$ cat src/rtl/pattern_sequencer_pkg.sv
// rtl/pattern_sequencer_pkg.sv - shared states, pattern indices and colour constants
package pattern_sequencer_pkg;

  typedef enum logic [1:0] {
    WAIT_FIRST = 2'd0,
    SHOW       = 2'd1,
    SWITCH     = 2'd2
  } state_t;

  localparam logic [2:0] PAT_WHITE   = 3'd0;
  localparam logic [2:0] PAT_RED     = 3'd1;
  localparam logic [2:0] PAT_GREEN   = 3'd2;
  localparam logic [2:0] PAT_BLUE    = 3'd3;
  localparam logic [2:0] PAT_BARS    = 3'd4;
  localparam logic [2:0] PAT_CHECKER = 3'd5;
  localparam logic [2:0] PAT_RAMP    = 3'd6;

  localparam logic [11:0] COLOUR_WHITE   = 12'hFFF;
  localparam logic [11:0] COLOUR_YELLOW  = 12'hFF0;
  localparam logic [11:0] COLOUR_CYAN    = 12'h0FF;
  localparam logic [11:0] COLOUR_GREEN   = 12'h0F0;
  localparam logic [11:0] COLOUR_MAGENTA = 12'hF0F;
  localparam logic [11:0] COLOUR_RED     = 12'hF00;
  localparam logic [11:0] COLOUR_BLUE    = 12'h00F;
  localparam logic [11:0] COLOUR_BLACK   = 12'h000;

  localparam int BAR_WIDTH = 80;
  localparam int ACTIVE_W  = 640;
  localparam int ACTIVE_H  = 480;

  // Classic SMPTE-like order, left to right.
  function automatic logic [11:0] bar_colour(input logic [9:0] col);
    if      (col < 10'(BAR_WIDTH * 1)) return COLOUR_WHITE;
    else if (col < 10'(BAR_WIDTH * 2)) return COLOUR_YELLOW;
    else if (col < 10'(BAR_WIDTH * 3)) return COLOUR_CYAN;
    else if (col < 10'(BAR_WIDTH * 4)) return COLOUR_GREEN;
    else if (col < 10'(BAR_WIDTH * 5)) return COLOUR_MAGENTA;
    else if (col < 10'(BAR_WIDTH * 6)) return COLOUR_RED;
    else if (col < 10'(BAR_WIDTH * 7)) return COLOUR_BLUE;
    else                               return COLOUR_BLACK;
  endfunction

endpackage

$ cat src/rtl/pattern_sequencer_button_debouncer.sv
// rtl/pattern_sequencer_button_debouncer.sv - button synchroniser, debounce counter, press pulse
module button_debouncer #(
  parameter int DEBOUNCE_CYCLES = 250000
) (
  input  logic clock25MHz,
  input  logic resetN,
  input  logic buttonRaw,
  output logic pressPulse
);

  localparam int CW = (DEBOUNCE_CYCLES > 1) ? $clog2(DEBOUNCE_CYCLES) : 1;
  localparam logic [CW-1:0] LAST_COUNT = CW'(DEBOUNCE_CYCLES - 1);

  logic          sync_q1;
  logic          sync_q2;
  logic          stable;
  logic [CW-1:0] count;

  // A new level is accepted on its DEBOUNCE_CYCLES-th consecutive differing sample.
  always_ff @(posedge clock25MHz or negedge resetN) begin
    if (!resetN) begin
      sync_q1    <= 1'b0;
      sync_q2    <= 1'b0;
      stable     <= 1'b0;
      count      <= '0;
      pressPulse <= 1'b0;
    end else begin
      sync_q1    <= buttonRaw;
      sync_q2    <= sync_q1;
      pressPulse <= 1'b0;
      if (sync_q2 != stable) begin
        if (count == LAST_COUNT) begin
          stable     <= sync_q2;
          count      <= '0;
          pressPulse <= sync_q2;
        end else begin
          count <= count + 1'b1;
        end
      end else begin
        count <= '0;
      end
    end
  end

endmodule

$ cat src/rtl/pattern_sequencer.sv
// rtl/pattern_sequencer.sv - frame-aligned test-pattern selection and RGB rendering
module pattern_sequencer
  import pattern_sequencer_pkg::*;
#(
  parameter int NUM_PATTERNS       = 7,
  parameter int FRAMES_PER_PATTERN = 120,
  parameter int DEBOUNCE_CYCLES    = 250000
) (
  input  logic       clock25MHz,
  input  logic       resetN,
  input  logic       vsync,
  input  logic       canDisplayImage,
  input  logic [9:0] x,
  input  logic [9:0] y,
  input  logic       buttonRaw,
  input  logic       autoMode,
  output logic [3:0] red,
  output logic [3:0] green,
  output logic [3:0] blue,
  output logic [2:0] patternIndex,
  output logic       frameStrobe
);

  localparam logic [9:0] LAST_FRAME = 10'(FRAMES_PER_PATTERN - 1);
  localparam logic [2:0] LAST_INDEX = 3'(NUM_PATTERNS - 1);

  state_t      state;
  state_t      next_state;
  logic        vsync_q;
  logic        auto_q;
  logic        pending;
  logic        press_pulse;
  logic        frame_start;
  logic        expiry;
  logic        in_active;
  logic [9:0]  frame_cnt;
  logic [2:0]  next_index;
  logic [11:0] colour;

  button_debouncer #(
    .DEBOUNCE_CYCLES(DEBOUNCE_CYCLES)
  ) u_debouncer (
    .clock25MHz(clock25MHz),
    .resetN    (resetN),
    .buttonRaw (buttonRaw),
    .pressPulse(press_pulse)
  );

  assign frame_start = vsync & ~vsync_q;
  // Expiry folds into the same frame start, so a press in the same frame gives one advance.
  assign expiry      = autoMode & auto_q & (state == SHOW) & frame_start & (frame_cnt == LAST_FRAME);
  assign next_index  = (patternIndex == LAST_INDEX) ? 3'd0 : patternIndex + 3'd1;
  assign in_active   = canDisplayImage & (x < 10'(ACTIVE_W)) & (y < 10'(ACTIVE_H));

  always_comb begin
    next_state = state;
    case (state)
      WAIT_FIRST: if (frame_start) next_state = SHOW;
      SHOW:       if (frame_start && (pending || expiry)) next_state = SWITCH;
      SWITCH:     next_state = SHOW;
      default:    next_state = WAIT_FIRST;
    endcase
  end

  always_ff @(posedge clock25MHz or negedge resetN) begin
    if (!resetN) begin
      state <= WAIT_FIRST;
    end else begin
      state <= next_state;
    end
  end

  always_ff @(posedge clock25MHz or negedge resetN) begin
    if (!resetN) begin
      vsync_q      <= 1'b0;
      frameStrobe  <= 1'b0;
      auto_q       <= 1'b0;
      pending      <= 1'b0;
      frame_cnt    <= '0;
      patternIndex <= PAT_WHITE;
    end else begin
      vsync_q     <= vsync;
      frameStrobe <= frame_start;
      auto_q      <= autoMode;

      if (state == SWITCH) begin
        pending <= press_pulse;
      end else if (press_pulse || expiry) begin
        pending <= 1'b1;
      end

      if (state == SWITCH || !autoMode || (autoMode != auto_q)) begin
        frame_cnt <= '0;
      end else if (state == SHOW && frame_start) begin
        frame_cnt <= (frame_cnt == LAST_FRAME) ? 10'd0 : frame_cnt + 10'd1;
      end

      if (state == SWITCH) begin
        patternIndex <= next_index;
      end
    end
  end

  always_comb begin
    colour = COLOUR_BLACK;
    case (patternIndex)
      PAT_WHITE:   colour = COLOUR_WHITE;
      PAT_RED:     colour = COLOUR_RED;
      PAT_GREEN:   colour = COLOUR_GREEN;
      PAT_BLUE:    colour = COLOUR_BLUE;
      PAT_BARS:    colour = bar_colour(x);
      PAT_CHECKER: colour = (x[5] ^ y[5]) ? COLOUR_WHITE : COLOUR_BLACK;
      PAT_RAMP:    colour = {x[9:6], x[9:6], x[9:6]};
      default:     colour = COLOUR_BLACK;
    endcase
  end

  always_ff @(posedge clock25MHz or negedge resetN) begin
    if (!resetN) begin
      {red, green, blue} <= COLOUR_BLACK;
    end else if (state == WAIT_FIRST || !in_active) begin
      {red, green, blue} <= COLOUR_BLACK;
    end else begin
      {red, green, blue} <= colour;
    end
  end

endmodule

$ cat config.mk
export PLATFORM = sky130hd
export DESIGN_NAME = pattern_sequencer
export DESIGN_NICKNAME = d
export VERILOG_FILES = /design/src/rtl/pattern_sequencer_pkg.sv /design/src/rtl/pattern_sequencer_button_debouncer.sv /design/src/rtl/pattern_sequencer.sv
export SDC_FILE = /design/constraint.sdc
export NUM_CORES = 1
export LEC_CHECK = 0
export BUFFER_PORTS_ARGS = -buffer_cell sky130_fd_sc_hd__buf_2
export CORE_MARGIN = 2
export CORE_UTILIZATION = 45
export CTS_BUF_LIST = sky130_fd_sc_hd__clkbuf_4 sky130_fd_sc_hd__clkbuf_8
export CTS_CLUSTER_SIZE = 14
export DETAILED_ROUTE_END_ITERATION = 10
export GPL_ROUTABILITY_DRIVEN = 1
export HOLD_SLACK_MARGIN = 0.08
export PLACE_DENSITY_LB_ADDON = 0.3
export SKIP_LAST_GASP = 1
export SLEW_MARGIN = 20
export SYNTH_ARGS = -nofsm -noshare
export SYNTH_HDL_FRONTEND = slang
export SYNTH_SLANG_ARGS = --single-unit
$ cat constraint.sdc
create_clock -name clock25MHz -period 1.7 [get_ports clock25MHz]
set_input_delay 0.17 -clock clock25MHz [delete_from_list [all_inputs] [get_ports clock25MHz]]
set_output_delay 0.17 -clock clock25MHz [all_outputs]
set_load 0.01 [all_outputs]
==> metrics.yaml <==
outcome: "completed"
synthSimpleGateAreaFrac: 0.219
cp_num_cells: 6
syn-mean-instance-area_um2: 10.2
p_per_area_nw_per_um2: 726
crit_chain: "ha_1 -> nor4b_1 -> and4b_1 -> a31oi_1 -> buf_4 -> o21bai_1"
maxCapViolCount: 0
netSwitchingPower_uw: 518
layout-drive-gt1-share: 0.225
crit_slowest_cell: "dfrtp_1"
ff2ff_path_depth: 6
placed_cell_area_um2: 2880
setup_viol: 0
grt_max_degree: 54
syn_nets: 278
worst_pin_slew_ps: 476
fin_nets: 331
min_period_over_period: 0.922
die_y_um: 78.9
ys_ff_latch: 53
placement_rows: 27
slew_viol_final: 0
startpoint_type: "flop"
path_buf_inv: 1
dr_total_vias: 1959
power_uw: 2210
portBuffers: 32
cts_made_buffers: 5
clock_sinks: 53
pin_count: 42
fmax_mhz: 638
final_cell_mix: "dfrtp_1 (53), nor2_1 (34), buf_2 (32), buf_4 (18), xor2_1 (17)"
rsz0062_at_grt: "false"
fp.dieArea_um2: 6220
synth_top_family_by_area: "simple AND/OR/NAND/NOR gates"
insertion_delay_ps: 300
swShare: 0.234
grt_pass1_vias: 1961
final_cell_area_um2: 3050
core_area_um2: 5470
internal_power_uw: 1690
grt_pass1_wl_um: 8330
post-place-ws_ps: 74.4
wl_per_cell_um: 12.5
hold_viol_final: 0
maxSlewHeadroom: 0.681
required_ps: 1890
drtPass1Iterations: 4
yosysWarnings: 0
synthAdderAreaFrac: 0.0198
antenna_found_initial: 0
finClkSkew_ps: 4.44
numPlacedInstances: 362
hp-class: "flop to flop"
hold_depth: 0
min_period_ps: 1570
drc: 0
ys.flop_type: "dfrtp_1"
ctsLongestPathBuffers: 2
syn-cell-area_um2: 2520
drt_iter0_drc: 62
clockRootBuffer: "clkbuf_8"
final_common_cell: "dfrtp_1"
instances_no_fill: 374
n_antenna_cell: 0
path_delay_family: "flip-flops"
synth_cells: 248
ys_seq_area_frac: 0.526
synth_cell_types: 44
cts_tree: "done"
die_width_um: 78.9
synth_mux_area_frac: 0.0129
start_util: 0.461
cp.arrival_ps: 1750
routed_wl_um: 4680
drtAntennaViolNets: 0
crit_fanout: 4
synth-compound-area-share: 0.116
clockPowerShare: 0.332
clk_pin_slew_ps: 90
power_leakage_uw: 0.00139
grt_use_total: 0.166
gp_congestion: 0.809
worstSetupPathType: "flop to flop"
dpl.hpwl_um: 3270
cpPeakStageDelay_ps: 390
setup_tns_ps: 0
ir_worst_vdd_v: 0.000423
htreeDepth: 2
pwr-share-seq: 0.586
cp-end-kind: "flop"
setup_slack_ps: 133
syn_to_final_growth_pct: 20.8
drt-vias-per-instance: 5.24
gr-total-overflow: 0
synth_xor_area_frac: 0.0833
synth_edf_count: 0
pwr-share-comb: 0.082
async_flop_share: 1.00
-- metal layers --
| metal | track usage | wire length, um |
|---|---|---|
| met1 | 0.205 | 2160 |
| met2 | 0.288 | 2310 |
| met3 | 0.0398 | 136 |
| met4 | 0.0534 | 71 |
| met5 | 0 | 0 |
-- worst reg2reg max path: cells and delay by family, from the launching register on --
| family | cells | cell delay [ps] |
|---|---|---|
| AO/OA/AOI/OAI | 2 | 300 |
| adder cells (fa/ha/maj) | 1 | 210 |
| buffers and inverters | 1 | 160 |
| flip-flops | 1 | 390 |
| AND/OR/NAND/NOR | 2 | 390 |
-- metrics by stage --
stage | hold WS (ps) | utilization
detailed placement | 184 | 0.527
finish | 355 | 0.557
global route | 380 | 0.557
floorplan | -126 | -
global placement | 181 | 0.527
CTS | 357 | 0.552
-- state kept, by name, indices dropped and copies added (netlist names), 2 cells and up --
name	cells
green	4
frame_cnt	10
red	4
patternIndex	3
blue	4
state	2
u_debouncer.count	18
-- layout make-up --
cell class	instances	area [um2]
Clock buffer	6	82.6
Tap cell	72	90.1
Sequential cell	53	1330
Fill cell	489	2420
Clock inverter	2	13.8
Multi-Input combinational cell	182	1160
Timing Repair Buffer	55	355
Inverter	4	15.0
-- timing repair --
item | in CTS | in global routing
setup endpoints to repair | 0 | 15
endpoints found under the hold margin | 56 | 0
hold buffers | 4 | 0
buffers inserted | 0 | 0
gates resized for setup | 0 | 7
-- power groups by stage --
| stage | clock, uW | sequential [uW] | combinational (uW) |
|---|---|---|---|
| after floorplan | 0 | 1330 | 70.8 |
| after global placement | 0 | 1320 | 171 |
| after detailed placement | 0 | 1320 | 174 |
| after CTS | 766 | 1300 | 181 |
| after global routing | 812 | 1300 | 206 |
| final | 734 | 1300 | 181 |
-- worst paths after layout --
path | from | end | slack, ps
setup / recovery | frame_cnt[0] | pending | 130
hold / removal | u_debouncer.sync_q1 | u_debouncer.sync_q2 | 350
hold reg to reg | u_debouncer.sync_q1 | u_debouncer.sync_q2 | 350
setup reg to reg | frame_cnt[0] | pending | 130
max in group asynchronous | resetN | frame_cnt[2] | 1080
min in group asynchronous | resetN | blue[3] | 390
-- synth_stat cells, types with 3 or more instances --
cell type / count / area, um2
dfrtp_1: 53 / 1330
nor2_1: 36 / 135
xor2_1: 17 / 149
nand2_1: 15 / 56.3
a21oi_1: 12 / 60.1
nand4_1: 12 / 75.1
nand3_1: 10 / 50.1
o21ai_0: 9 / 45.0
xnor2_1: 7 / 61.3
clkbuf_1: 5 / 18.8
a311oi_1: 4 / 35.0
a31oi_1: 4 / 25.0
ha_1: 4 / 50.1
inv_1: 4 / 15.0
nor3_1: 4 / 20.0
nor3b_1: 4 / 30.0
nor4b_1: 4 / 35.0
o211ai_1: 4 / 30.0
a21o_1: 3 / 22.5
nor2b_1: 3 / 18.8
or3_1: 3 / 18.8
-- cells by family (layout without fill, tap and decap cells) --
group | count (synthesis) | after routing
AND/OR/NAND/NOR | 106 | 106
adder cells (fa/ha/maj) | 4 | 4
AO/OA/AOI/OAI | 45 | 45
XOR/XNOR | 24 | 24
multiplexers | 3 | 3
buffers and inverters | 13 | 67
flip-flops | 53 | 53
(Power assumes the default switching activity.)
